<file path="src/rtl/traffic_light_monitor_if.sv">
// Lamp inputs and monitor status, bundled for the traffic-light monitor.
// master: the lamp source/observer side; slave: the monitor itself.
interface traffic_light_monitor_if;
    logic       g_in;
    logic       y_in;
    logic       r_in;
    logic [1:0] phase;
    logic [5:0] dwell;
    logic       fault;
    logic [3:0] fault_code;
    logic [7:0] fault_cnt;
    logic [7:0] cycle_cnt;

    modport master (
        output g_in, y_in, r_in,
        input  phase, dwell, fault, fault_code, fault_cnt, cycle_cnt
    );

    modport slave (
        input  g_in, y_in, r_in,
        output phase, dwell, fault, fault_code, fault_cnt, cycle_cnt
    );
endinterface

</file>
<file path="src/rtl/traffic_light_monitor.sv">
// Run-time checker for traffic-light lamp encoding, phase order and dwell time.
// Define TLM_FAULT_LATCH_EN to make fault/fault_code sticky until rst.
module traffic_light_monitor #(
    parameter int GREEN_TICKS  = 16,
    parameter int YELLOW_TICKS = 6,
    parameter int RED_TICKS    = 16,
    parameter int STUCK_MARGIN = 4
) (
    input  logic                    clk_1hz,
    input  logic                    rst,
    traffic_light_monitor_if.slave  bus
);
    // State encoding doubles as the phase output encoding.
    typedef enum logic [1:0] {
        S_GREEN  = 2'b00,
        S_YELLOW = 2'b01,
        S_RED    = 2'b10,
        S_SYNC   = 2'b11
    } state_t;

    state_t     state_q, state_d;
    logic [5:0] dwell_q, dwell_d;
    logic       partial_q, partial_d;
    logic       stuck_q, stuck_d;
    logic       clean_q, clean_d;
    logic       fault_q, fault_d;
    logic [3:0] code_q, code_d;
    logic [7:0] fault_cnt_q, fault_cnt_d;
    logic [7:0] cycle_cnt_q, cycle_cnt_d;

    logic [2:0] lamps;
    logic       onehot;
    state_t     samp;
    logic [5:0] dwell_inc;
    logic [3:0] code_now;
    logic       legal;
    logic       cycle_hit;

    function automatic int req_ticks(input state_t s);
        case (s)
            S_GREEN:  return GREEN_TICKS;
            S_YELLOW: return YELLOW_TICKS;
            S_RED:    return RED_TICKS;
            default:  return 0;
        endcase
    endfunction

    assign lamps     = {bus.g_in, bus.y_in, bus.r_in};
    assign onehot    = (lamps == 3'b100) || (lamps == 3'b010) || (lamps == 3'b001);
    assign dwell_inc = (dwell_q == 6'd63) ? 6'd63 : dwell_q + 6'd1;

    always_comb begin
        case (lamps)
            3'b100:  samp = S_GREEN;
            3'b010:  samp = S_YELLOW;
            3'b001:  samp = S_RED;
            default: samp = S_SYNC;
        endcase
    end

    always_comb begin
        state_d   = state_q;
        dwell_d   = dwell_q;
        partial_d = partial_q;
        stuck_d   = stuck_q;
        clean_d   = clean_q;
        code_now  = 4'b0000;
        legal     = 1'b0;
        cycle_hit = 1'b0;

        if (!onehot) begin
            code_now[0] = 1'b1;
            state_d     = S_SYNC;
            dwell_d     = 6'd0;
            partial_d   = 1'b1;
            stuck_d     = 1'b0;
            clean_d     = 1'b0;
        end else if (state_q == S_SYNC) begin
            state_d   = samp;
            dwell_d   = 6'd1;
            partial_d = 1'b1;
            stuck_d   = 1'b0;
            clean_d   = 1'b0;
        end else if (samp == state_q) begin
            dwell_d = dwell_inc;
            if (!stuck_q && (int'(dwell_inc) == req_ticks(state_q) + STUCK_MARGIN + 1)) begin
                code_now[3] = 1'b1;
                stuck_d     = 1'b1;
                clean_d     = 1'b0;
            end
        end else begin
            legal = ((state_q == S_GREEN)  && (samp == S_YELLOW)) ||
                    ((state_q == S_YELLOW) && (samp == S_RED))    ||
                    ((state_q == S_RED)    && (samp == S_GREEN));
            code_now[1] = !legal;
            code_now[2] = !partial_q && (int'(dwell_q) != req_ticks(state_q));
            cycle_hit   = clean_q && (state_q == S_RED) && (samp == S_GREEN) && (code_now == 4'b0000);
            state_d     = samp;
            dwell_d     = 6'd1;
            partial_d   = !legal;
            stuck_d     = 1'b0;
            // A legal green entry opens a fresh cycle window; the fault on this tick
            // belongs to the red phase that just ended.
            if (samp == S_GREEN) clean_d = legal;
            else                 clean_d = clean_q && (code_now == 4'b0000);
        end

        fault_cnt_d = ((|code_now) && (fault_cnt_q != 8'hFF)) ? fault_cnt_q + 8'd1 : fault_cnt_q;
        cycle_cnt_d = cycle_cnt_q + {7'd0, cycle_hit};

`ifdef TLM_FAULT_LATCH_EN
        code_d  = code_q | code_now;
        fault_d = fault_q | (|code_now);
`else
        code_d  = code_now;
        fault_d = |code_now;
`endif
    end

    always_ff @(posedge clk_1hz or posedge rst) begin
        if (rst) begin
            state_q     <= S_SYNC;
            dwell_q     <= 6'd0;
            partial_q   <= 1'b1;
            stuck_q     <= 1'b0;
            clean_q     <= 1'b0;
            fault_q     <= 1'b0;
            code_q      <= 4'b0000;
            fault_cnt_q <= 8'd0;
            cycle_cnt_q <= 8'd0;
        end else begin
            state_q     <= state_d;
            dwell_q     <= dwell_d;
            partial_q   <= partial_d;
            stuck_q     <= stuck_d;
            clean_q     <= clean_d;
            fault_q     <= fault_d;
            code_q      <= code_d;
            fault_cnt_q <= fault_cnt_d;
            cycle_cnt_q <= cycle_cnt_d;
        end
    end

    assign bus.phase      = state_q;
    assign bus.dwell      = dwell_q;
    assign bus.fault      = fault_q;
    assign bus.fault_code = code_q;
    assign bus.fault_cnt  = fault_cnt_q;
    assign bus.cycle_cnt  = cycle_cnt_q;
endmodule

</file>
<file path="src/flat_wrapper.sv">
// flat-port wrapper written by rule: the top's interface ports become plain ports
module traffic_light_monitor_flat 
#(
    parameter int GREEN_TICKS  = 16,
    parameter int YELLOW_TICKS = 6,
    parameter int RED_TICKS    = 16,
    parameter int STUCK_MARGIN = 4
)
  (clk_1hz, rst, bus_g_in, bus_y_in, bus_r_in, bus_phase, bus_dwell, bus_fault, bus_fault_code, bus_fault_cnt, bus_cycle_cnt);
  traffic_light_monitor_if bus_i ();
  input  logic clk_1hz;
  input  logic rst;
  input wire logic [$bits(bus_i.g_in)-1:0] bus_g_in;
  input wire logic [$bits(bus_i.y_in)-1:0] bus_y_in;
  input wire logic [$bits(bus_i.r_in)-1:0] bus_r_in;
  output wire logic [$bits(bus_i.phase)-1:0] bus_phase;
  output wire logic [$bits(bus_i.dwell)-1:0] bus_dwell;
  output wire logic [$bits(bus_i.fault)-1:0] bus_fault;
  output wire logic [$bits(bus_i.fault_code)-1:0] bus_fault_code;
  output wire logic [$bits(bus_i.fault_cnt)-1:0] bus_fault_cnt;
  output wire logic [$bits(bus_i.cycle_cnt)-1:0] bus_cycle_cnt;
  assign bus_i.g_in = bus_g_in;
  assign bus_i.y_in = bus_y_in;
  assign bus_i.r_in = bus_r_in;
  assign bus_phase = bus_i.phase;
  assign bus_dwell = bus_i.dwell;
  assign bus_fault = bus_i.fault;
  assign bus_fault_code = bus_i.fault_code;
  assign bus_fault_cnt = bus_i.fault_cnt;
  assign bus_cycle_cnt = bus_i.cycle_cnt;
  traffic_light_monitor #(.GREEN_TICKS(GREEN_TICKS), .YELLOW_TICKS(YELLOW_TICKS), .RED_TICKS(RED_TICKS), .STUCK_MARGIN(STUCK_MARGIN)) u_core (.clk_1hz(clk_1hz), .rst(rst), .bus(bus_i));
endmodule
</file>
<file path="config.mk">
export PLATFORM = sky130hd
export DESIGN_NAME = traffic_light_monitor_flat
export DESIGN_NICKNAME = d
export VERILOG_FILES = /design/src/rtl/traffic_light_monitor_if.sv /design/src/rtl/traffic_light_monitor.sv /design/src/flat_wrapper.sv
export SDC_FILE = /design/constraint.sdc
export NUM_CORES = 1
export LEC_CHECK = 0
export CAP_MARGIN = 20
export CORE_AREA = 2 2 79 66
export DETAILED_ROUTE_END_ITERATION = 8
export DIE_AREA = 0 0 81 68
export GPL_TIMING_DRIVEN = 0
export PLACE_DENSITY_LB_ADDON = 0.08
export SYNTH_ARGS = -nofsm -noshare
export SYNTH_HDL_FRONTEND = slang
export SYNTH_SLANG_ARGS = --single-unit
export TNS_END_PERCENT = 20
</file>
<file path="constraint.sdc">
create_clock -name clk_1hz -period 4.8 [get_ports clk_1hz]
set_clock_uncertainty 0.15 [all_clocks]
set_input_delay 0.96 -clock clk_1hz [delete_from_list [all_inputs] [get_ports clk_1hz]]
set_output_delay 0.96 -clock clk_1hz [all_outputs]
set_load 0.01 [all_outputs]
</file>
Yosys cells after proc, flatten, opt, wreduce, memory -nomap -nowiden. Index checks and enable logic that the tools add are counted.

Flip-flop bits (word level): 32. Latch bits: 0. Word-level logic and storage cells: 87. ROM bits: 0. Output and inout port bits: 29. Memory bits (writable): 0. Input bits: 5. Memories kept: 0.

Reduce and logical (&&, ||, !) cells: 22. Add/sub/neg operators: 5. Equality and inequality tests: 15. Multiplexer cells: 36. Multipliers: 0. Div/mod/pow operators: 0. Shifts and indexed selects: 0. Magnitude comparators: 0. Bitwise logic cells: 0.

Operator list (number): 2-to-1 mux 32 bit (6); adder 32 x 2 -> 32 bit, second input constant (1); adder 32 x 4 -> 32 bit, second input constant (1); equality test 7 x 32 -> 1 bit (1); != test 7 x 32 -> 1 bit (1); 2-to-1 mux 6 bit (4); 2-to-1 mux 1 bit (18); logical AND 1 bit (10); one-hot mux 5 bit (2 select lines) (1); adder 8 x 1 -> 8 bit (1); adder 8 x 1 -> 8 bit, second input constant (1); 2-to-1 mux 2 bit (4); != test 8 bit, second input constant (1); adder 6 x 1 -> 6 bit, second input constant (1); equality test 2 bit, second input constant (3); equality test 6 bit, second input constant (1); logical NOT 2 bit (3); 2-to-1 mux 3 bit (2); one-hot mux 2 bit (3 select lines) (1); equality test 2 x 1 -> 1 bit, second input constant (2); logical OR 1 bit (4); != test 4 bit, second input constant (1); OR reduction 4 bit (1); equality test 3 x 1 -> 1 bit, second input constant (1); 6 further kinds (8).

Logic depth before layout (Yosys ltp).
Word-level depth: 16. Gate-level depth with buffers: 10. Depth with buffers taken out: 9.

Worst setup path after synthesis. No wires, ideal clock.

Path kind: input port to flip-flop. From: input port bus_r_in. To: register u_core.fault_cnt_q[1] (netlist: u_core.bus.fault_cnt[1]). Library setup time: 0.125 ns. Path buffers: 2. Arrival time: 2.558 ns. Path slack: 1.967 ns. Required time: 4.525 ns. Cell stages on the path: 7. Cells stage by stage: buf_2 -> or3_1 -> and2_2 -> or3_1 -> buf_6 -> nand2_4 -> mux2_4.

Elaborated cells on any way between the ends: 23. Those cells by class: eq/ne: 6; mux: 6; reduce/logical: 11.

RTL lines: start: declaration (RTL line flat_wrapper.sv:15) `input wire logic [$bits(bus_i.r_in)-1:0] bus_r_in;`; equality test 3 bit or equality test 3 x 2 -> 1 bit (tied branches) (RTL line traffic_light_monitor.sv:49) `assign onehot = (lamps == 3'b100) || (lamps == 3'b010) || (lamps == 3'b001);`; logical OR 1 bit (RTL line traffic_light_monitor.sv:49); logical OR 1 bit (*) (RTL line traffic_light_monitor.sv:49); 2-to-1 mux 1 bit (*) (RTL line traffic_light_monitor.sv:71) `if (!onehot) begin`; named net u_core.code_d[0] (RTL line traffic_light_monitor.sv:27) `logic [3:0] code_q, code_d;`; OR reduction 4 bit (*); named net u_core.fault_d (RTL line traffic_light_monitor.sv:26) `logic fault_q, fault_d;`; logical AND 1 bit (*) (RTL line traffic_light_monitor.sv:108) `fault_cnt_d = ((|code_now) && (fault_cnt_q != 8'hFF)) ? fault_cnt_q + 8'd1 : fault_cnt_q;`; end signal: assignment (RTL line traffic_light_monitor.sv:139) `fault_cnt_q <= fault_cnt_d;`; end: declaration (RTL line traffic_light_monitor.sv:28) `logic [7:0] fault_cnt_q, fault_cnt_d;`.

Mark *: on every way through the listed nets, which the timed path passes. The rest lies on a longest branch. A chain may end at the register's enable or synchronous reset.

Worst setup path in the final report.
From: input port bus_g_in. To: register u_core.fault_cnt_q[1] (netlist: u_core.bus.fault_cnt[1]).

Elaborated cells on any way between the ends: 23. Those cells by class: eq/ne: 6; mux: 6; reduce/logical: 11.

RTL lines: start: declaration (RTL line flat_wrapper.sv:13) `input wire logic [$bits(bus_i.g_in)-1:0] bus_g_in;`; equality test 3 bit or equality test 3 x 2 -> 1 bit (tied branches) (RTL line traffic_light_monitor.sv:49); logical OR 1 bit (RTL line traffic_light_monitor.sv:49); logical OR 1 bit (*) (RTL line traffic_light_monitor.sv:49); 2-to-1 mux 1 bit (*) (RTL line traffic_light_monitor.sv:71); named net u_core.code_d[0] (RTL line traffic_light_monitor.sv:27); OR reduction 4 bit (*); named net u_core.fault_d (RTL line traffic_light_monitor.sv:26); logical AND 1 bit (*) (RTL line traffic_light_monitor.sv:108).

Marked as above.

==> summary.md <==
| Metric | Value |
|---|---|
| Post-DR wirelength/cell | `13.2 um` |
| Initial DRC Count | `51` |
| CP Data Required Time | `4820 ps` |
| Leak pwr | `1.01 nW` |
| Synth Instances | `181` |
| Post-Place Cell Area | `2220 sq um` |
| Status | `complete, no violations` |
| Total GRT Usage | `0.155` |
| Avg Cell Area, Syn | `9.85 sq um` |
| Area growth, synth to finish | `30.5%` |
| Nets@finish | `231` |
| Initial antenna violation count | `0` |
| Vias per cell | `5.21` |
| Post-layout min period | `3220 ps` |
| Crit-path max FO | `10` |
| RSZ-0062 raised after global routing | `no` |
| DR top layer | `met4` |
| FP Rows | `23` |
| Ranking of synthesized cells by area | `dfrtp_1 41%, xnor2_1 5.4%, dfstp_2 4.4%` |
| Fraction of registers with async set/reset | `1.00` |
| Worst-Margin Slew | `627 ps` |
| Clk_lat worst skew | `280 ps` |
| Area leader, netlist | `dfrtp_1` |
| Hpwl dp | `2770 um` |
| Relative slew slack | `0.581` |
| Buffers on Ports | `33` |
| Cell area power density | `348 nW/um^2` |
| Unique cell type count in the Yosys netlist | `52` |
| Cell Area, Synth | `1780 sq um` |
| First-pass GRT wire length | `6490 um` |
| Inserted Clock Buffers | `5` |
| Vias in the first global route | `1424` |
| Setup CP Type | `in -> reg` |
| Seq. cell area | `805 sq um` |
| CP Data Arrival Time | `3240 ps` |
| Number of synthesized flops with an enable pin | `0` |
| Die ar. | `5510 sq um` |
| Max Fclk | `310 MHz` |
| Share of the synthesized area in the top cell type | `0.407` |
| Post-CTS Hold Buffers | `0` |
| Fill cells | `447` |
| TNS Setup | `0 ps` |
| Post-Syn Nets | `190` |
| Post-synth top flop | `dfrtp_1` |
| Metal-1 WL | `1800 um` |
| Die Wd | `81 um` |
| Commonest non-fill, non-tap cells in the layout | `33 x clkdlybuf4s50_1, 29 x dfrtp_1, 21 x nor2_1` |
| Met2 wire len | `1690 um` |
| Sequential area share after synthesis | `0.451` |
| First-pass DRT Iterations | `4` |
| Boundary Pins | `34` |
| Placer congestion estimate | `0.817` |
| Max capacitance violation total | `0` |
| Crit end category | `flop` |
| HP Class | `reg -> reg` |
| Initial Util | `0.373` |
| Length of routed met3 wiring | `191 um` |
| Residual DRC count | `0` |
| Commonest non-fill, non-tap cell in the layout | `clkdlybuf4s50_1` |
| Design Area, Final | `2330 sq um` |
| Clock sinks | `32` |
| Peak supply drop | `168 uV` |
| # H-tree levels | `2` |
| Root Buffer | `clkbuf_8` |
| Final Hold Violating Endpoints | `0` |
| Warnings from Yosys | `0` |
| Startpoint types | `input pin` |
| Fin crit share | `0.672` |
| Endpoints failing setup | `0` |
| Clock slew at reported path FFs | `70 ps` |
| Drt total wl | `3750 um` |
| Multi-input combinational cell area | `892 sq um` |
| Largest net degree at the start of global routing | `21` |
| TritonCTS clock tree | `done` |
| Resized cells post-CTS | `0` |
| Die Span Y | `68 um` |
| Bufs on Longest Clock Path | `2` |
| Setup Fix Bufs, Post-CTS | `0` |
| Antenna cells | `0` |
| Gr ovfl total | `0` |
| Vias | `1486` |
| Register bit total from synthesis | `32` |
| Pins Over Slew Limit | `0` |
| Layout cells sized above 1 | `0.130` |
| Antenna viol nets, final | `0` |
| Core region area | `4780 sq um` |
cell type report:
cell class / count / share of cell area
clock buffer: 6 / 0.0312
sequential: 32 / 0.346
buffer: 10 / 0.0307
timing repair buffer: 34 / 0.154
inverter: 4 / 0.00646
tap: 62 / 0.0334
multi-input combinational: 135 / 0.384
clock inverter: 2 / 0.0151
cell families (layout without fill, tap and decap cells):
| logic type | count (synthesis) | after routing | synth area share |
|---|---|---|---|
| AOI/OAI and AO/OA | 36 | 36 | 0.133 |
| xor gates and xnor gates | 15 | 15 | 0.0737 |
| buffers and inverters | 14 | 56 | 0.0484 |
| muxes | 5 | 5 | 0.0316 |
| and+or+nand+nor | 75 | 75 | 0.234 |
| adders and majority gates | 4 | 4 | 0.0281 |
| DFF | 32 | 32 | 0.451 |
final timing paths:
kind                                          from                       to  slack [ps]  cells after the start
min                        u_core.bus.cycle_cnt[7]  u_core.bus.cycle_cnt[7]         320                      1
max reg2reg                    u_core.bus.dwell[0]  u_core.bus.fault_cnt[1]        1940                      9
max in group asynchronous                      rst      u_core.bus.phase[1]        2990                      3
min in group asynchronous                      rst  u_core.bus.fault_cnt[5]         910                      2
max                                       bus_g_in  u_core.bus.fault_cnt[1]        1580                      9
min reg2reg                u_core.bus.cycle_cnt[7]  u_core.bus.cycle_cnt[7]         320                      1
Yosys cell counts (3+ instances only):
cell type / instances
a21oi_1: 8
a31oi_1: 5
and3_1: 6
buf_2: 3
buf_4: 4
dfrtp_1: 29
dfstp_2: 3
ha_1: 4
inv_1: 3
mux2i_1: 3
nand2_1: 8
nand3_1: 10
nand4_1: 3
nor2_1: 21
nor2b_1: 4
nor3_1: 5
o21ai_0: 6
xnor2_1: 11
xor2_1: 4
stage by stage:
step           std cells   util  total power, mW  hold slack (ps)  setup WS (ps)
3_3_place_gp         276  0.459            0.556              308           1330
4_1_cts              285  0.487            0.822              326           1590
5_1_grt              285  0.487            0.859              355           1410
6_report             285  0.487            0.810              324           1580
3_5_place_dp         277  0.464            0.563              312           1290
2_1_floorplan        181      -            0.466              291           1970
state kept, by name, indices dropped and copies added, names as in the netlist:
name                   count
u_core.stuck_q             1
u_core.bus.cycle_cnt       8
u_core.bus.fault_code      4
u_core.bus.fault           1
u_core.partial_q           1
u_core.bus.fault_cnt       8
u_core.bus.phase           2
u_core.clean_q             1
u_core.bus.dwell           6
worst max-delay path, cell delays in order:
cell and delay [ps]:
clkdlybuf4s50_1 470, buf_2 200, nor2b_1 300, o21ai_0 180
and2_2 230, or3_1 380, buf_6 150, nand2_4 60
mux2_4 300
where the power goes:
group          internal, mW  switching [mW]
Clock                 0.154           0.100
Combinational         0.122          0.0897
Sequential            0.306          0.0376
routing by layer:
metal	up-vias	GRT usage
li1	733	-
met1	706	0.201
met2	40	0.241
met3	7	0.0422
met4	0	0.0763
met5	-	0
No activity file was read; power rests on OpenSTA's default activity.
